$ cat src/rtl/core_pkg.sv
// core_pkg: definitions shared by the fetch sequencer and its next-PC selector.
//   fetch_state_t  - fetch controller states
//   redirect_src_t - which source produced the next PC
//   PC_STEP        - sequential PC increment
//   jump_target()  - J/JAL target formed from the PC region and instr[25:0]
//   is_misaligned()- true when a target is not word-aligned
package core_pkg;

    typedef enum logic [1:0] {
        IDLE  = 2'd0,
        FETCH = 2'd1,
        GAP   = 2'd2,
        DELIV = 2'd3
    } fetch_state_t;

    typedef enum logic [2:0] {
        SRC_SEQ    = 3'd0,
        SRC_BRANCH = 3'd1,
        SRC_JUMP   = 3'd2,
        SRC_JR     = 3'd3,
        SRC_EXC    = 3'd4
    } redirect_src_t;

    localparam logic [31:0] PC_STEP = 32'd4;

    function automatic logic [31:0] jump_target(input logic [31:0] pc,
                                                input logic [25:0] index);
        return {pc[31:28], index, 2'b00};
    endfunction

    function automatic logic is_misaligned(input logic [31:0] addr);
        return (addr[1:0] != 2'b00);
    endfunction

endpackage

$ cat src/rtl/next_pc_select.sv
// next_pc_select: combinational next-PC priority mux.
//   pc             in  32  current PC
//   exc            in   1  exception redirect (highest priority)
//   jump_reg       in   1  JR/JALR redirect
//   jr_target      in  32  register-sourced target
//   jump           in   1  J/JAL redirect
//   jump_index     in  26  instr[25:0] of the jump
//   branch_taken   in   1  taken conditional branch
//   branch_target  in  32  branch target
//   next_pc        out 32  selected next PC
//   misaligned     out  1  selected jr/branch target was not word-aligned
module next_pc_select
    import core_pkg::*;
#(
    parameter logic [31:0] EXC_VECTOR = 32'h8000_0180
) (
    input  logic [31:0] pc,
    input  logic        exc,
    input  logic        jump_reg,
    input  logic [31:0] jr_target,
    input  logic        jump,
    input  logic [25:0] jump_index,
    input  logic        branch_taken,
    input  logic [31:0] branch_target,
    output logic [31:0] next_pc,
    output logic        misaligned
);

    redirect_src_t src;
    logic [31:0]   target;

    always_comb begin
        if (exc)
            src = SRC_EXC;
        else if (jump_reg)
            src = SRC_JR;
        else if (jump)
            src = SRC_JUMP;
        else if (branch_taken)
            src = SRC_BRANCH;
        else
            src = SRC_SEQ;
    end

    always_comb begin
        target     = pc + PC_STEP;
        misaligned = 1'b0;
        case (src)
            SRC_EXC:    target = EXC_VECTOR;
            SRC_JR: begin
                target     = jr_target;
                misaligned = is_misaligned(jr_target);
            end
            SRC_JUMP:   target = jump_target(pc, jump_index);
            SRC_BRANCH: begin
                target     = branch_target;
                misaligned = is_misaligned(branch_target);
            end
            default:    target = pc + PC_STEP;
        endcase
        // A misaligned register/branch target is turned into an exception redirect.
        next_pc = misaligned ? EXC_VECTOR : target;
    end

endmodule

$ cat src/rtl/pc_fetch_sequencer.sv
// pc_fetch_sequencer: owns the PC and sequences instruction fetch.
//   clk, rst_n     clock (rising edge), asynchronous active-low reset
//   imem_req/addr  fetch request and address (address is the PC register)
//   imem_ack/rdata memory response
//   instr_valid/ready/out, pc_out  instruction handed to decode with its PC
//   branch_*, jump*, jr_target     redirect inputs, sampled at the handshake
//   exc            exception request, any cycle
//   misalign_err   pulse when a selected jr/branch target is misaligned
//   fetch_count    number of delivered instructions (wraps)
module pc_fetch_sequencer
    import core_pkg::*;
#(
    parameter logic [31:0] RESET_PC   = 32'h0000_0000,
    parameter logic [31:0] EXC_VECTOR = 32'h8000_0180
) (
    input  logic        clk,
    input  logic        rst_n,
    output logic        imem_req,
    output logic [31:0] imem_addr,
    input  logic        imem_ack,
    input  logic [31:0] imem_rdata,
    output logic        instr_valid,
    input  logic        instr_ready,
    output logic [31:0] instr_out,
    output logic [31:0] pc_out,
    input  logic        branch_taken,
    input  logic [31:0] branch_target,
    input  logic        jump,
    input  logic [25:0] jump_index,
    input  logic        jump_reg,
    input  logic [31:0] jr_target,
    input  logic        exc,
    output logic        misalign_err,
    output logic [31:0] fetch_count
);

    fetch_state_t state;
    logic [31:0]  pc;
    logic         squash;
    logic [31:0]  next_pc;
    logic         sel_misaligned;

    next_pc_select #(
        .EXC_VECTOR(EXC_VECTOR)
    ) u_next_pc_select (
        .pc            (pc),
        .exc           (exc),
        .jump_reg      (jump_reg),
        .jr_target     (jr_target),
        .jump          (jump),
        .jump_index    (jump_index),
        .branch_taken  (branch_taken),
        .branch_target (branch_target),
        .next_pc       (next_pc),
        .misaligned    (sel_misaligned)
    );

    assign imem_addr = pc;

    // Redirects are only acted on in the delivery handshake cycle.
    assign misalign_err = instr_valid & instr_ready & sel_misaligned;

    always_ff @(posedge clk or negedge rst_n) begin
        if (!rst_n) begin
            state       <= IDLE;
            pc          <= RESET_PC;
            squash      <= 1'b0;
            imem_req    <= 1'b0;
            instr_valid <= 1'b0;
            instr_out   <= '0;
            pc_out      <= '0;
            fetch_count <= '0;
        end else begin
            case (state)
                IDLE: begin
                    if (exc)
                        pc <= EXC_VECTOR;
                    imem_req <= 1'b1;
                    state    <= FETCH;
                end

                FETCH: begin
                    if (imem_ack) begin
                        imem_req <= 1'b0;
                        state    <= (squash || exc) ? GAP : DELIV;
                        if (squash || exc) begin
                            // Stale response: drop it and refetch from the vector.
                            pc     <= EXC_VECTOR;
                            squash <= 1'b0;
                        end else begin
                            instr_out   <= imem_rdata;
                            pc_out      <= pc;
                            instr_valid <= 1'b1;
                            fetch_count <= fetch_count + 32'd1;
                        end
                    end else if (exc) begin
                        // Keep the address stable; the response is discarded later.
                        squash <= 1'b1;
                    end
                end

                GAP: begin
                    if (exc)
                        pc <= EXC_VECTOR;
                    imem_req <= 1'b1;
                    state    <= FETCH;
                end

                DELIV: begin
                    if (instr_ready) begin
                        pc          <= next_pc;
                        instr_valid <= 1'b0;
                        state       <= GAP;
                    end else if (exc) begin
                        pc          <= EXC_VECTOR;
                        instr_valid <= 1'b0;
                        state       <= GAP;
                    end
                end

                default: begin
                    state    <= IDLE;
                    imem_req <= 1'b0;
                end
            endcase
        end
    end

endmodule

$ cat config.mk
export PLATFORM = sky130hd
export DESIGN_NAME = pc_fetch_sequencer
export DESIGN_NICKNAME = d
export VERILOG_FILES = /design/src/rtl/core_pkg.sv /design/src/rtl/next_pc_select.sv /design/src/rtl/pc_fetch_sequencer.sv
export SDC_FILE = /design/constraint.sdc
export NUM_CORES = 1
export LEC_CHECK = 0
export BUFFER_PORTS_ARGS = -buffer_cell sky130_fd_sc_hd__buf_2
export CAP_MARGIN = 10
export CORE_MARGIN = 8
export CORE_UTILIZATION = 41
export CTS_CLUSTER_DIAMETER = 120
export CTS_CLUSTER_SIZE = 28
export DETAILED_ROUTE_END_ITERATION = 8
export PLACE_DENSITY = 0.72
export SYNTH_ARGS = -nofsm -noshare
export SYNTH_HDL_FRONTEND = slang
export SYNTH_SLANG_ARGS = --single-unit
$ cat constraint.sdc
create_clock -name clk -period 5.51 [get_ports clk]
set_input_delay 0.2755 -clock clk [delete_from_list [all_inputs] [get_ports clk]]
set_output_delay 0.2755 -clock clk [all_outputs]
set_load 0.1 [all_outputs]
; Yosys cells after proc, flatten, opt, wreduce, memory -nomap -nowiden
; Index checks and enable logic that the tools add are counted.
[word_totals]
ff_bits = 133
input_bits = 130
output_inout_bits = 131
wordCells = 69
[classes]
n_addsub = 2
n_eq_ne = 13
n_mux = 27
bitwise_logic = 3
reduce_logical = 15
[ops]
columns = cell, count
row1 = $mux W32, 5
row2 = $pmux W32 S4, 1
row3 = $pmux W32 S3, 1
row4 = $add A32 B1 Y32 const B, 1
row5 = $add A32 B3 Y32 const B, 1
row6 = $mux W1, 10
row7 = $reduce_bool A2 Y1, 5
row8 = $mux W3, 3
row9 = $reduce_and A3 Y1, 3
row10 = $eq A3 B2 Y1 const B, 2
row11 = $mux W2, 3
row12 = $ne A2 B2 Y1 const B, 3
row13 = $pmux W1 S2, 3
row14 = $pmux W2 S3, 1
row15 = $reduce_and A2 Y1, 3
row16 = $eq A2 B2 Y1 const B, 2
row17 = $ne A4 B4 Y1 const B, 1
row18 = $reduce_and A4 Y1, 1
row19 = $eq A3 B1 Y1 const B, 1
row20 = $eq A3 B3 Y1 const B, 1
row21 = $ne A3 B3 Y1 const B, 1
row22 = $and A1 B1 Y1, 2
row23 = $eq A2 B1 Y1 const B, 1
row24 = $logic_not A2 Y1, 1
row25 = 4 further kinds, 4

; Longest topological paths before layout
; Gate-level depths: netlist of the first run.
[depth]
word_depth = 9
mapped_depth = 8

; Hierarchy
; A second synthesis of the first run with hierarchy kept.
[unflattened]
cells_unflattened = 764
hier_area_um2 = 6905.4
[modules_own_cells]
columns = module, n_inst, cells_per_inst, area_each_um2, seq_area_each_um2
row1 = pc_fetch_sequencer, 1, 505, 5265.0, 3328.2
row2 = next_pc_select, 1, 259, 1640.3, 0.0

; Worst setup path before layout of the first run
; OpenSTA, ideal clock, no wires.
[synth_timing]
path_type = reg-to-reg
from = register pc[2], in the netlist imem_addr[2]
to = register pc[20], in the netlist imem_addr[20]
arrival_time_ps = 2462
path_slack_ps = 2925
path_stages_with_launch = 7
n_path_buf = 0
period_less_slack_ps = 2585
path_cell_list = dfrtp_1 ha_1 nand3_2 or4_4 o211ai_2 nand2_1 a32o_1
[synth_between]
elab_chain_cells = 5
[synth_lines]
columns = item, line_no
row1 = "start, declared", pc_fetch_sequencer.sv:38  ; logic [31:0] pc;
row2 = "start signal, assigned", pc_fetch_sequencer.sv:111  ; pc <= next_pc;
row3 = $add A32 B3 Y32, next_pc_select.sv:59  ; default: target = pc + PC_STEP;
row4 = $pmux W32 S4, next_pc_select.sv:48  ; case (src)
row5 = $mux W32, next_pc_select.sv:62  ; next_pc = misaligned ? EXC_VECTOR : target;
row6 = $mux W32, pc_fetch_sequencer.sv:110  ; if (instr_ready) begin
row7 = $pmux W32 S3, pc_fetch_sequencer.sv:74  ; case (state)
; No other way between the ends.
; A chain may end at the register's enable or synchronous reset.

; Worst setup path in the final report of the first run
[layout_timing]
from = input jump_reg
to = output misalign_err
[layout_between]
elab_chain_cells = 5
elab_cells_between_ends = 6
[layout_lines]
columns = item, line_no
row1 = "start, declared", pc_fetch_sequencer.sv:30  ; input logic jump_reg,
row2 = $mux W3 (*), next_pc_select.sv:35  ; else if (jump_reg)
row3 = $mux W3 (*), next_pc_select.sv:33  ; if (exc)
row4 = $eq A3 B1 Y1 or $eq A3 B2 Y1 (tied branches), next_pc_select.sv:48
row5 = $pmux W1 S2 (*), next_pc_select.sv:48
row6 = $and A1 B1 Y1 (*), pc_fetch_sequencer.sv:61  ; assign misalign_err = instr_valid & instr_ready & sel_misaligned;
row7 = "end, declared", pc_fetch_sequencer.sv:33  ; output logic misalign_err,
; Mark *: on every way between the ends. The rest lies on a longest branch, timed or not.

==> results of run 1 <==
[Yosys cell counts, drive strengths merged (8+ instances only)]
| cell type | count |
|---|---|
| inv | 22 |
| dfrtp | 133 |
| o211ai | 8 |
| and3 | 18 |
| a21oi | 20 |
| nand3 | 31 |
| o22ai | 15 |
| o21ai | 64 |
| buf | 23 |
| xnor2 | 27 |
| nand2 | 170 |
| nor3 | 13 |
| nand4 | 17 |
| nor2 | 21 |
| clkbuf | 14 |
| a31oi | 9 |
| mux2 | 20 |
| and4 | 9 |
[final cells by class]
type,instances,area [um^2]
clock buffer,20,457
clock inverter,12,178
timing repair buffer,264,1340
inverter,22,82.6
tap,216,270
multi-input combinational,530,3140
fill,1457,7140
sequential,133,3330
[sequential cells by signal, summed over array words and instances (netlist names)]
signal       count
instr_out       32
pc_out          32
squash           1
imem_addr       32
imem_req         1
instr_valid      1
fetch_count     32
state            2
[logic make-up after synthesis]
family | count (synthesis) | synth area share
xor gates and xnor gates | 32 | 0.0418
AOI/OAI and AO/OA | 166 | 0.161
and+or+nand+nor | 308 | 0.225
DFF | 133 | 0.496
adders and majority gates | 2 | 0.00373
muxes | 22 | 0.0366
buffers and inverters | 59 | 0.0362
[metal layers]
| metal | track usage | vias to the layer above | wire length (um) |
|---|---|---|---|
| li1 | - | 3068 | - |
| met1 | 0.280 | 3062 | 9460 |
| met2 | 0.353 | 310 | 10600 |
| met3 | 0.0687 | 24 | 2360 |
| met4 | 0.0664 | 2 | 247 |
| met5 | 0 | - | 8 |
[metrics by stage]
stage | cells | setup WS (ns)
5_1_grt | 1197 | 2.80
4_1_cts | 1197 | 3.00
6_report | 1197 | 3.01
3_3_place_gp | 1164 | 2.99
3_5_place_dp | 1164 | 2.94
2_1_floorplan | 722 | 2.93
[cell usage in the layout, fill, tap and decap left out, types with 5 or more instances in the layout]
master,count
a31oi_1,9
nand2_1,169
xor2_1,5
mux2_2,20
a21oi_1,20
nor4_1,5
o21ai_0,58
and3_1,16
o2bb2ai_1,5
a21o_1,7
clkbuf_16,17
and4_1,8
o22ai_1,15
nor2_1,21
o21ai_1,6
buf_2,259
nor3_1,9
o211ai_1,6
nand3_1,30
dfrtp_1,133
xnor2_1,27
nand4_1,15
clkinvlp_4,7
inv_1,22
[power groups by stage]
stage                     combinational (mW)  sequential (mW)  clock (mW)
after floorplan                        0.444             3.01           0
after global placement                  2.53             1.39           0
after detailed placement                2.54             1.41           0
after CTS                               2.55             1.39        1.24
after global routing                    2.63             1.43        1.29
final                                   2.53             1.39        1.21
[repair_timing]
action                     CTS  global route
setup endpoints to repair    0             0
hold endpoints to repair    71             0
hold buffers                 1             0
buffers inserted             0             0
[path summary, 6_finish.rpt]
kind | to | slack [ns] | cells past startpoint
worst max register to register | imem_addr[31]$_DFFE_PN0P_ | 3.34 | 5
max in group asynchronous | imem_addr[0]$_DFFE_PN0P_ | 3.74 | 3
worst max-delay path | misalign_err | 3.01 | 5
worst min register to register | instr_out[29]$_DFFE_PN0P_ | 0.47 | 2
worst min-delay path | instr_out[31]$_DFFE_PN0P_ | 0.05 | 3
min in group asynchronous | instr_out[26]$_DFFE_PN0P_ | 0.46 | 2
[critical path: stages]
cell and delay, ns:
buf_2 0.63, o21ai_0 0.44, o31ai_1 0.21, and4b_1 0.22, buf_2 0.44
==> flow_metrics.tcl, run 1 <==
set metrics [dict create \
    ir_worst_vdd_mv 0.314 \
    postSynthCellCount 722 \
    cp-startpoint "jump_reg" \
    final_core_util 0.552 \
    hold_ws_ns 0.0537 \
    rsz0062_at_grt "no" \
    dp_hpwl_mm 16.8 \
    die_h_um 144 \
    grt_pass1_vias 6511 \
    tritoncts "done" \
    grt_pass1_wl_mm 35.3 \
    drc 0 \
    area_growth_pct 31.2 \
    first_pass_iters 5 \
    power_mw 5.14 \
    synth_area_leader_cell "dfrtp_1" \
    antenna_found_initial 1 \
    core_region_area_um2 15900 \
    finalSetupTns_ns 0 \
    portBuffers 260 \
    status "complete, no violations" \
    setup_viol 0 \
    syn-num-nets 854 \
    nets 1100 \
    drive_above_1_share 0.343 \
    async_reset_ff_frac 1.00 \
    cp.arrival_ns 2.23 \
    cts-root-buf "clkbuf_16" \
    path_clk_slew_ns 0.06 \
    drv_slew 0 \
    hold_path.startpoint "imem_rdata[31]" \
    ant_nets 0 \
    cts.sinks 133 \
    synth.avg_cell_area_um2 9.29 \
    maxSlewHeadroom 0.393 \
    initial_core_util 0.421 \
    ios 261 \
    p_leak_nw 4.52 \
    worstSkewPairLatency_ns 0.41 \
    ys_seq_area_frac 0.496 \
    hold_violations 0 \
    p_int_mw 2.38 \
    worst-path-max-fanout 49 \
    cp-end-kind "output port" \
    yosys_warnings 0 \
    cts_buffers 17 \
    h-tree-depth 4 \
    crit_type "in2out" \
    netlist_top_cells_area "dfrtp_1 (50%), nand2_1 (9.5%), o21ai_0 (4.3%), xnor2_1 (3.5%), mux2_2 (3.4%)" \
    synth-main-ff-cell "dfrtp_1" \
    synth-seq-cells 133 \
    combPwrFrac 0.493 \
    clkPwrFrac 0.236 \
    clockBufferDepth 2 \
    period_needed_ns 2.50 \
    maxCapViolations 0 \
    synth_cell_type_count 66 \
    worstMarginPinSlew_ns 0.910 \
    power-per-cell-area_nw_per_um2 584 \
    finClkSkew_ns 0.00834 \
    place_area_um2 8150 \
    synth_edf_count 0 \
    track_usage 0.221 \
    hold_path.class "in2reg" \
    wire_per_inst_um 18.9 \
    fmax_ghz 0.400 \
    fp-row-count 46 \
    num_vias 6466 \
    min_period_over_period 0.454 \
    drt_wl_total_mm 22.7 \
    p_sw_frac 0.537 \
    grt_max_degree 77 \
    place_congestion 0.828 \
    overflow 0 \
    synth_top_area_frac 0.496 \
    die-area_um2 20700 \
    synth_area_um2 6710 \
    cts_resized 0 \
    fin_area_um2 8800 \
    start_kind "primary input" \
    p_switching_mw 2.76 \
    n_antenna_cell 0 \
    pwr-share-seq 0.271 \
    vias_per_cell 5.40 \
    cp_data_required_time_ns 5.23 \
    die_x_um 144 \
    r2r_start "imem_addr[16]$_DFFE_PN0P_" \
    drtIter0Drc 404 \
]
(Power assumes the default switching activity.)
==> inputs of run 2 (changes only) <==
==> constraint.sdc (replaced) <==
create_clock -name clk -period 2.56 [get_ports clk]
set_input_delay 0.128 -clock clk [delete_from_list [all_inputs] [get_ports clk]]
set_output_delay 0.128 -clock clk [all_outputs]
set_load 0.1 [all_outputs]
==> run 2 against run 1 <==
Flip-flop and latch count is the same. Sequential power grew 120%. Die area is the same. Total power grew 110%. Non-clock buffer count grew 46. Final cell count grew 3.9%. Worst setup slack lost 2.5 ns. Critical path type is now reg2reg. Core utilization grew 2.3 points. Register-to-register slack lost 2.8 ns. Sequential share of layout area shrank 1.5 points. Via count grew 1.7%. Critical path depth grew 1. Largest power group unchanged.
==> flow_metrics.tcl, run 2 (synthesis results as in run 1) <==
set metrics [dict create \
    status "complete, no violations" \
    die_h_um 144 \
    drv_slew 0 \
    power-per-cell-area_nw_per_um2 1190 \
    start_kind "register" \
    area_growth_pct 36.8 \
    fmax_ghz 0.486 \
    place_inst 1177 \
    maxSlewHeadroom 0.440 \
    tritoncts "done" \
    maxCapViolations 0 \
    wire_per_inst_um 18.5 \
    fp-row-count 46 \
    fin_area_um2 9170 \
    ant_nets 0 \
    finalSetupTns_ns 0 \
    portBuffers 260 \
    ir_worst_vdd_mv 0.792 \
    rsz0062_at_grt "no" \
    first_pass_iters 6 \
    power_mw 10.9 \
    finClkSkew_ns 0.00444 \
    drtIter0Drc 333 \
    cts_buffers 17 \
    worstMarginPinSlew_ns 0.839 \
    die-area_um2 20700 \
    antenna_found_initial 1 \
    nets 1146 \
    cp.arrival_ns 2.35 \
    stdcell_count 1244 \
    clockBufferDepth 2 \
    vias_per_cell 5.29 \
    grt_max_degree 59 \
    grt_pass1_vias 6686 \
    cp_data_required_time_ns 2.86 \
    worst-path-max-fanout 8 \
    initial_core_util 0.421 \
    hold_ws_ns 0.0706 \
    cts_resized 0 \
    h-tree-depth 4 \
    p_leak_nw 4.71 \
    setup_viol 0 \
    place_ws_ns 0.588 \
    r2r_start "imem_addr[15]$_DFFE_PN0P_" \
    hold_path.startpoint "jr_target[3]" \
    final_core_util 0.575 \
    ios 261 \
    grt_pass1_wl_mm 35.9 \
    cp_slowest_cell "dfrtp_1" \
    core_region_area_um2 15900 \
    place_area_um2 8250 \
    hold_path.class "in2reg" \
    worstSkewPairLatency_ns 0.42 \
    period_needed_ns 2.06 \
    track_usage 0.225 \
    die_x_um 144 \
    num_vias 6575 \
    drt_wl_total_mm 23.0 \
    min_period_over_period 0.803 \
    hold_violations 0 \
    cts.sinks 133 \
    crit_type "reg2reg" \
    cp-end-kind "register" \
    drc 0 \
    path_clk_slew_ns 0.06 \
    layout_commonest_cell "buf_2" \
    place_congestion 0.809 \
    num-fill-cells 1503 \
    critical_path.cell_chain "and4_1 > nand4_1 > buf_4 > nor3_2 > o21ai_0 > a221o_1" \
    drive_above_1_share 0.342 \
    overflow 0 \
    slowest_delay_ns 0.49 \
    dp_hpwl_mm 17.1 \
    worst_slack_ns 0.504 \
    mostFrequentLayoutCells "buf_2 (259), nand2_1 (169), dfrtp_1 (131)" \
    cts-root-buf "clkbuf_16" \
    cp-startpoint "imem_addr[15]$_DFFE_PN0P_" \
]
## run 2: final timing paths
kind / endpoint / slack (ns) / depth (start not counted)
max in group asynchronous: instr_out[7]$_DFFE_PN0P_ / 1.50 / 3
hold / removal: imem_addr[3]$_DFFE_PN0P_ / 0.07 / 3
hold reg to reg: instr_out[18]$_DFFE_PN0P_ / 0.47 / 2
min in group asynchronous: instr_out[24]$_DFFE_PN0P_ / 0.25 / 2
setup / recovery: imem_addr[23]$_DFFE_PN0P_ / 0.50 / 6
setup reg to reg: imem_addr[23]$_DFFE_PN0P_ / 0.50 / 6
## run 2: repair_timing
item                                    in CTS  in global routing
endpoints found under the setup margin       0                  0
endpoints found under the hold margin       88                  0
setup buffers                                0                  0
hold buffers                                34                  0
## run 2: cell type report
cell class | count | area, um^2 | area share
diodes | 1 | 2.50 | 0.000273
clock buffers | 19 | 443 | 0.0483
clock inverters | 13 | 133 | 0.0145
inverters | 22 | 82.6 | 0.00900
multi-input cells | 530 | 3140 | 0.343
flip-flops and latches | 133 | 3330 | 0.363
well taps | 216 | 270 | 0.0295
repair buffers | 310 | 1770 | 0.193
## run 2: power breakdown
| part | leakage [nW] | internal [mW] | switching [mW] |
|---|---|---|---|
| clock | 0.275 | 1.45 | 0.943 |
| sequential | 1.76 | 2.61 | 0.387 |
| combinational | 2.67 | 0.889 | 4.62 |
## run 2: worst max-delay path, delay by kind of cell (launching register included)
kind,cells,cell delay (ns)
and+or+nand+nor,3,0.73
AOI/OAI and AO/OA,2,0.45
DFF,1,0.49
buffers and inverters,1,0.27
## run 2: metal layers
metal / up-vias / routed length [um] / global-route usage
li1: 3156 / - / -
met2: 275 / 10900 / 0.375
met3: 29 / 2150 / 0.0693
met5: - / 0 / 0
met4: 0 / 442 / 0.0791
met1: 3115 / 9530 / 0.268
==> inputs of run 3 (changes only) <==
==> constraint.sdc (replaced) <==
create_clock -name clk -period 2.1 [get_ports clk]
set_input_delay 0.105 -clock clk [delete_from_list [all_inputs] [get_ports clk]]
set_output_delay 0.105 -clock clk [all_outputs]
set_load 0.1 [all_outputs]
==> run 3 against run 2 <==
First-iteration DRC count is the same. Routed wire length grew 2.8%. Clock skew grew 0.0062 ns. Worst setup slack lost 0.38 ns. Via count grew 1.6%. Critical path depth is the same. Flip-flop and latch count is the same. Critical path type unchanged. Largest cell class unchanged. Largest power group unchanged. Highest routed layer unchanged.
==> flow_metrics.tcl, run 3 (synthesis results as in run 1) <==
set metrics [dict create \
    worstSkewPairLatency_ns 0.41 \
    worstMarginPinSlew_ns 0.618 \
    ios 261 \
    worst-path-max-fanout 8 \
    period_needed_ns 1.98 \
    final_core_util 0.588 \
    drive_above_1_share 0.386 \
    first_pass_iters 5 \
    dp_hpwl_mm 17.6 \
    status "complete, no violations" \
    power_mw 13.5 \
    die-area_um2 20700 \
    num_vias 6681 \
    n_antenna_cell 0 \
    setup_viol 0 \
    rsz0062_at_grt "no" \
    drv_slew 0 \
    grt_pass1_vias 6737 \
    r2r_setup_slack_ns 0.12 \
    core_region_area_um2 15900 \
    h-tree-depth 4 \
    drtIter0Drc 333 \
    cts-root-buf "clkbuf_16" \
    ir_worst_vdd_mv 1.09 \
    critical_path.cell_chain "ha_1 > and3_1 > nand4_2 > or2_1 > a31o_1 > a32o_1" \
    start_kind "register" \
    mostFrequentLayoutCells "buf_2 (258), nand2_1 (169), dfrtp_1 (88)" \
    min_period_over_period 0.942 \
    grt_max_degree 59 \
    r2r_cells 6 \
    layout_commonest_cell "buf_2" \
    slowest_delay_ns 0.46 \
    crit_buf_inv 0 \
    vias_per_cell 5.34 \
    initial_core_util 0.421 \
    cp-startpoint "imem_addr[2]$_DFFE_PN0P_" \
    p_leak_nw 4.71 \
    path_clk_slew_ns 0.06 \
    finClkSkew_ns 0.0107 \
    fp-row-count 46 \
    hold_path.class "in2reg" \
    nets 1153 \
    clockBufferDepth 2 \
    ant_nets 0 \
    power-per-cell-area_nw_per_um2 1440 \
    crit_family "simple AND/OR/NAND/NOR gates" \
    place_congestion 0.850 \
    die_x_um 144 \
    r2r_start "imem_addr[2]$_DFFE_PN0P_" \
    fmax_ghz 0.505 \
    area_growth_pct 39.8 \
    drt_wl_total_mm 23.6 \
    overflow 0 \
    die_h_um 144 \
    drc 0 \
    cp-end-kind "register" \
    maxSlewHeadroom 0.588 \
    grt_pass1_wl_mm 36.2 \
    cp_data_required_time_ns 2.39 \
    wire_per_inst_um 18.9 \
    cts_setup_buffers 0 \
    endpoint "imem_addr[22]$_DFFE_PN0P_" \
    cp.arrival_ns 2.27 \
    cts.sinks 133 \
    hold_violations 0 \
    cp_slowest_cell "dfrtp_4" \
    track_usage 0.227 \
    crit_type "reg2reg" \
    cts_buffers 17 \
    antenna_found_initial 0 \
    portBuffers 260 \
    tritoncts "done" \
    worstReg2RegEnd "imem_addr[22]$_DFFE_PN0P_" \
    maxCapViolations 0 \
    path_depth 6 \
]
-- run 3: changes by cell type in the layout (fill, tap and decap cells not counted) --
cell	before	now
diode_2	1	0
buf_12	0	5
buf_4	16	18
clkinv_4	1	3
clkbuf_1	1	2
dfrtp_1	131	88
buf_2	259	258
bufinv_16	2	3
dfrtp_4	0	2
clkinvlp_4	4	2
dfrtp_2	2	43
dlygate4sd3_1	34	35
clkinv_2	5	3
-- run 3: per-stage QoR --
step / setup TNS [ns] / instances / instance area (um^2) / hold WS, ns / worst slack, ns
6_report: 0 / 1250 / 9380 / 0.0405 / 0.121
5_1_grt: 0 / 1250 / 9380 / 0.0498 / 0.0100
4_1_cts: 0 / 1250 / 9380 / 0.0241 / 0.152
3_5_place_dp: 0 / 1183 / 8420 / 0.0384 / 0.168
3_3_place_gp: 0 / 1183 / 8420 / 0.0306 / 0.213
2_1_floorplan: -0.0143 / 722 / 6770 / -0.191 / -0.0143
-- run 3: timing repair --
action | CTS | global route
hold buffers | 35 | 0
gates resized for setup | 0 | 0
endpoints found under the hold margin | 113 | 0
-- run 3: metal layers --
metal | routed length, um | up-vias | global-route usage
met5 | 0 | - | 0
met4 | 320 | 0 | 0.0708
met3 | 2490 | 28 | 0.0786
met2 | 11300 | 334 | 0.377
met1 | 9550 | 3147 | 0.270
li1 | - | 3172 | -
-- run 3: report_power, final --
part           internal [mW]  switching (mW)  leakage (nW)  total, mW
registers               3.20           0.475          1.69       3.68
logic                   1.13            5.69          2.73       6.82
clock network           1.90            1.11         0.290       3.01
-- run 3: worst min path at each step --
| stage | startpoint | to | slack [ns] | cells past startpoint |
|---|---|---|---|---|
| after floorplan | rst_n | fetch_count[0]$_DFFE_PN0P_ | -0.19 | 0 |
| after global placement | rst_n | fetch_count[27]$_DFFE_PN0P_ | 0.03 | 1 |
| after detailed placement | rst_n | fetch_count[27]$_DFFE_PN0P_ | 0.04 | 1 |
| after CTS | jr_target[2] | imem_addr[2]$_DFFE_PN0P_ | 0.02 | 4 |
| after global routing | jr_target[2] | imem_addr[2]$_DFFE_PN0P_ | 0.05 | 4 |
| final | jr_target[2] | imem_addr[2]$_DFFE_PN0P_ | 0.04 | 4 |
-- run 3: area by class of cell --
class                           count  area (um^2)
Sequential cell                   133         3390
Clock inverter                     12          155
Clock buffer                       20          447
Timing Repair Buffer              317         1890
Inverter                           22         82.6
Tap cell                          216          270
Fill cell                        1395         6570
Multi-Input combinational cell    530         3140
-- run 3: tightest hold or removal path, cell delays in order --
cell and delay, ns:
buf_2 0.07, nand2_1 0.04, o21ai_0 0.08, a22o_1 0.13
